$ cat src/rtl/hazard_stall_controller.sv
`default_nettype none
// +----------------------------------------------------------------------------+
// | hazard_stall_controller: LEGv8 stall/bubble/flush/freeze sequencing.       |
// | Optional perf counters under HAZARD_PERF_CNT_EN.                           |
// | Revision: 1.0                                                              |
// +----------------------------------------------------------------------------+
module hazard_stall_controller #(
  parameter int MEM_TIMEOUT = 16,
  parameter int ZERO_REG    = 31
) (
  input  logic        clk,
  input  logic        rst_n,
  input  logic [4:0]  IF_ID_RegisterRn1,
  input  logic [4:0]  IF_ID_RegisterRm2,
  input  logic        ID_EX_MemRead,
  input  logic [4:0]  ID_EX_RegisterRd,
  input  logic        branch_taken,
  input  logic        dmem_req,
  input  logic        dmem_ready,
  output logic        PCWrite,
  output logic        IF_ID_Write,
  output logic        ID_EX_Bubble,
  output logic        IF_ID_Flush,
  output logic        ID_EX_Flush,
  output logic        EX_MEM_Flush,
  output logic        pipe_hold,
  output logic        mem_error,
  output logic [31:0] stall_count,
  output logic [15:0] flush_count
);

  typedef enum logic [1:0] {
    RUN        = 2'd0,
    LOAD_STALL = 2'd1,
    MEM_WAIT   = 2'd2,
    HALT       = 2'd3
  } state_t;

  localparam logic [7:0] c_timeout  = 8'(MEM_TIMEOUT);
  localparam logic [4:0] c_zero_reg = 5'(ZERO_REG);

  state_t     r_state;
  state_t     w_next_state;
  logic [7:0] r_wait_cnt;
  logic [7:0] w_wait_cnt_next;
  logic       r_mem_error;
  logic       w_set_error;
  logic       w_load_use;
  logic       w_mem_stall;

  assign w_load_use = ID_EX_MemRead && (ID_EX_RegisterRd != c_zero_reg) &&
                      ((ID_EX_RegisterRd == IF_ID_RegisterRn1) ||
                       (ID_EX_RegisterRd == IF_ID_RegisterRm2));
  assign w_mem_stall = dmem_req && !dmem_ready;

  always_ff @(posedge clk or negedge rst_n) begin
    if (!rst_n) begin
      r_state     <= RUN;
      r_wait_cnt  <= 8'd0;
      r_mem_error <= 1'b0;
    end else begin
      r_state    <= w_next_state;
      r_wait_cnt <= w_wait_cnt_next;
      if (w_set_error) begin
        r_mem_error <= 1'b1;
      end
    end
  end

  always_comb begin
    w_next_state    = r_state;
    w_wait_cnt_next = r_wait_cnt;
    w_set_error     = 1'b0;
    PCWrite         = 1'b1;
    IF_ID_Write     = 1'b1;
    ID_EX_Bubble    = 1'b0;
    IF_ID_Flush     = 1'b0;
    ID_EX_Flush     = 1'b0;
    EX_MEM_Flush    = 1'b0;
    pipe_hold       = 1'b0;

    case (r_state)
      RUN, LOAD_STALL: begin
        w_next_state = RUN;
        if (w_mem_stall) begin
          PCWrite         = 1'b0;
          IF_ID_Write     = 1'b0;
          pipe_hold       = 1'b1;
          w_wait_cnt_next = 8'd1;
          w_next_state    = MEM_WAIT;
        end else if (branch_taken) begin
          IF_ID_Flush  = 1'b1;
          ID_EX_Flush  = 1'b1;
          EX_MEM_Flush = 1'b1;
        end else if (w_load_use && (r_state == RUN)) begin
          // A second cycle in LOAD_STALL would double-bubble the same load.
          PCWrite      = 1'b0;
          IF_ID_Write  = 1'b0;
          ID_EX_Bubble = 1'b1;
          w_next_state = LOAD_STALL;
        end
      end
      MEM_WAIT: begin
        // Branches seen here are re-presented once the freeze lifts.
        if (dmem_ready) begin
          w_next_state = RUN;
        end else begin
          PCWrite         = 1'b0;
          IF_ID_Write     = 1'b0;
          pipe_hold       = 1'b1;
          w_wait_cnt_next = r_wait_cnt + 8'd1;
          if (w_wait_cnt_next == c_timeout) begin
            w_set_error  = 1'b1;
            w_next_state = HALT;
          end
        end
      end
      default: begin
        PCWrite     = 1'b0;
        IF_ID_Write = 1'b0;
        pipe_hold   = 1'b1;
      end
    endcase

    // Reset overrides hazards still present on the inputs.
    if (!rst_n) begin
      PCWrite      = 1'b1;
      IF_ID_Write  = 1'b1;
      ID_EX_Bubble = 1'b0;
      IF_ID_Flush  = 1'b0;
      ID_EX_Flush  = 1'b0;
      EX_MEM_Flush = 1'b0;
      pipe_hold    = 1'b0;
    end
  end

  assign mem_error = r_mem_error;

`ifdef HAZARD_PERF_CNT_EN
  logic [31:0] r_stall_count;
  logic [15:0] r_flush_count;

  always_ff @(posedge clk or negedge rst_n) begin
    if (!rst_n) begin
      r_stall_count <= 32'd0;
      r_flush_count <= 16'd0;
    end else begin
      if (!PCWrite && (r_stall_count != 32'hFFFF_FFFF)) begin
        r_stall_count <= r_stall_count + 32'd1;
      end
      if (IF_ID_Flush && (r_flush_count != 16'hFFFF)) begin
        r_flush_count <= r_flush_count + 16'd1;
      end
    end
  end

  assign stall_count = r_stall_count;
  assign flush_count = r_flush_count;
`else
  assign stall_count = 32'd0;
  assign flush_count = 16'd0;
`endif

endmodule
`default_nettype wire

$ cat config.mk
export PLATFORM = sky130hd
export DESIGN_NAME = hazard_stall_controller
export DESIGN_NICKNAME = d
export VERILOG_FILES = /design/src/rtl/hazard_stall_controller.sv
export SDC_FILE = /design/constraint.sdc
export NUM_CORES = 1
export LEC_CHECK = 0
export ABC_AREA = 1
export CAP_MARGIN = 20
export CORE_AREA = 2 2 70 72
export CTS_BUF_LIST = sky130_fd_sc_hd__clkbuf_8
export CTS_CLUSTER_SIZE = 14
export DETAILED_ROUTE_END_ITERATION = 7
export DIE_AREA = 0 0 72 74
export GPL_ROUTABILITY_DRIVEN = 0
export GPL_TIMING_DRIVEN = 1
export PLACE_DENSITY = 0.64
export SETUP_SLACK_MARGIN = 0.5
export SLEW_MARGIN = 20
export SYNTH_ARGS = -nofsm -noshare
export SYNTH_HDL_FRONTEND = slang
export SYNTH_SLANG_ARGS = --single-unit
$ cat constraint.sdc
create_clock -name clk -period 1.9 [get_ports clk]
set_input_delay 0.38 -clock clk [delete_from_list [all_inputs] [get_ports clk]]
set_output_delay 0.38 -clock clk [all_outputs]
set_load 0.01 [all_outputs]
==> qor.yml <==
finalCritPeriodShare_pct: 90.5
fin_skew_ns: 0.00419
fin_crit_ns: 1.72
synth_common_cells: "51 x buf_4, 51 x nand2_1, 21 x inv_1"
cts_sinks: 11
die_area_sq_um: 5330
fin_nets: 278
p_leak_nw: 1.03
ys_dominant_reg_cell: "dfrtp_1"
async_flop_share_pct: 100
startpoint_type: "flip-flop"
cts.htree.levels: 1
synthCells: 194
drc: 0
dr.pass1.iters: 4
yosys_warnings: 0
ys_ff_latch: 11
nFillCells: 499
fin_area_sq_um: 1770
hp-class: "in -> async"
place.detailed.hpwl_um: 2080
grt_antenna_before_repair: 0
ys_types: 24
grt_max_degree: 13
core_sq_um: 4600
multi_input_area_sq_um: 781
synth_edf_count: 0
root_buffer: "clkbuf_8"
grt_pass1_vias: 1006
setup_tns_ns: 0
synth-seq-area-share_pct: 21.7
die_w_um: 72
cp_data_arrival_time_ns: 1.34
crit_type: "reg -> out"
vias_per_cell: 3.90
io_buffers: 28
grt.total_usage_pct: 10.4
cp_common_cell: "buf_4"
path_clk_slew_ns: 0.05
hold_buffers: 0
worst-path-buf-inv: 4
outcome: "finished, final reports clean"
cp_max_fo: 2
finalPower_mw: 0.654
cp_slowest_cell: "dfrtp_1"
hold_viol: 0
required_ns: 1.52
rsz0062_at_grt: "yes"
via_count: 1206
place_area_sq_um: 1520
start_util_pct: 27.6
drt_iter0_drc: 24
row_count: 25
synth_area_sq_um: 1270
drv_cap: 0
endpoint_kind: "output port"
numCtsBuffers: 3
avgSynthCellArea_sq_um: 6.53
syn_to_final_growth_pct: 39.7
ios: 77
fmax_mhz: 582
die_h_um: 74
drive_gt1_share_pct: 40.8
timing.hold.ws_ns: 0.198
ant_nets: 0
path_cells: "buf_4, buf_4, buf_4, nor3_2, buf_2"
yosys.area.top_type: "buf_4"
regArea_sq_um: 277
finalSetupViolations: 0
max_stage_delay_ns: 0.38
power_density_nw_per_um2: 370
cp_top_family: "buffers and inverters"
synth_top_area_share_pct: 30.2
num_antenna_cells: 0
wl_um: 2940
synth_area_leaders: "buf_4 30%, dfrtp_1 22%, nand2_1 15%, inv_1 6.2%, nand3_1 3.6%"
grt_pass1_wl_um: 4360
wl_per_cell_um: 9.51
clk_path_buf_depth: 2
clock_latency_ns: 0.24
ir_drop_uv: 180
drv_slew: 0
cts_tree: "yes"
grt-ovfl-total: 0
## cell type report
| class | count | area share (%) |
|---|---|---|
| clock inverters | 1 | 0.212 |
| multi-input cells | 151 | 44.1 |
| well taps | 54 | 3.82 |
| flip-flops and latches | 11 | 15.6 |
| repair buffers | 61 | 27.8 |
| inverters | 28 | 6.08 |
| clock buffers | 3 | 2.33 |
## through the flow
stage               std cells  worst slack (ns)  util [%]
CTS                       300             0.135      35.2
finish                    309             0.180      38.5
floorplan                 241             0.462         -
global route              309            0.0751      38.5
global placement          284            -0.597      33.0
detailed placement        284            -0.643      33.0
## worst paths after layout
check,slack [ns],cells past startpoint,start,endpoint
worst min-delay path,0.20,2,rst_n,r_wait_cnt[4]
worst max register to register,0.44,12,r_state[1],r_wait_cnt[2]
max in group asynchronous,1.53,2,rst_n,r_wait_cnt[3]
worst max-delay path,0.18,5,r_state[1],ID_EX_Bubble
min in group clk,0.46,4,dmem_ready,r_state[0]
worst min register to register,0.46,1,mem_error,mem_error
## worst reg2reg max path, cell delays in order, from the launching register on
cell and delay (ns):
dfrtp_1 0.35, inv_2 0.05, buf_6 0.11, buf_6 0.10, buf_6 0.11, nor2_4 0.10, inv_2 0.06, nor2_4 0.09
inv_2 0.06, nand2_4 0.09, inv_4 0.06, a21oi_2 0.10, nor2_1 0.06
## state kept, by name (all words and copies together), names as in the netlist
signal / count
r_wait_cnt: 8
r_state: 2
mem_error: 1
## layout by cell type (no fill, tap or decap), drive strengths merged, types with 4 or more instances in the layout
| cell type | n |
|---|---|
| inv | 29 |
| nand3 | 10 |
| a21oi | 4 |
| o21ai | 6 |
| clkdlybuf4s15 | 4 |
| dfrtp | 11 |
| clkbuf | 5 |
| dlygate4sd2 | 5 |
| buf | 50 |
| conb | 48 |
| nor2 | 18 |
| nand2 | 55 |
## what timing repair did
item	4_1_cts	5_1_grt
setup endpoints to repair	18	17
resized for setup	100	29
gates cloned	0	0
pin swaps	24	12
hold endpoints to repair	0	0
setup buffers	12	9
## cells by family after synthesis
family                   share of synthesized area [%]
other                                            0.296
AND/OR/NAND/NOR                                   31.3
adder cells (fa/ha/maj)                          0.987
flip-flops                                        21.7
XOR/XNOR                                          2.07
AO/OA/AOI/OAI                                     5.13
buffers and inverters                             38.5
## metal layers
layer / up-vias / share of wire [%] / track usage (%)
li1: 613 / - / -
met1: 533 / 40 / 11.9
met2: 54 / 53 / 19.9
met3: 6 / 5.8 / 2.17
met4: 0 / 1.3 / 2.52
met5: - / 0 / 0
## report_power, final
part	switching [mW]	internal [mW]	leakage, nW	total [mW]
clock	0.0895	0.142	0.0269	0.231
sequential	0.00708	0.242	0.127	0.249
combinational	0.111	0.0637	0.872	0.174
total	0.207	0.447	1.03	0.654
No activity file was read; power rests on OpenSTA's default activity.
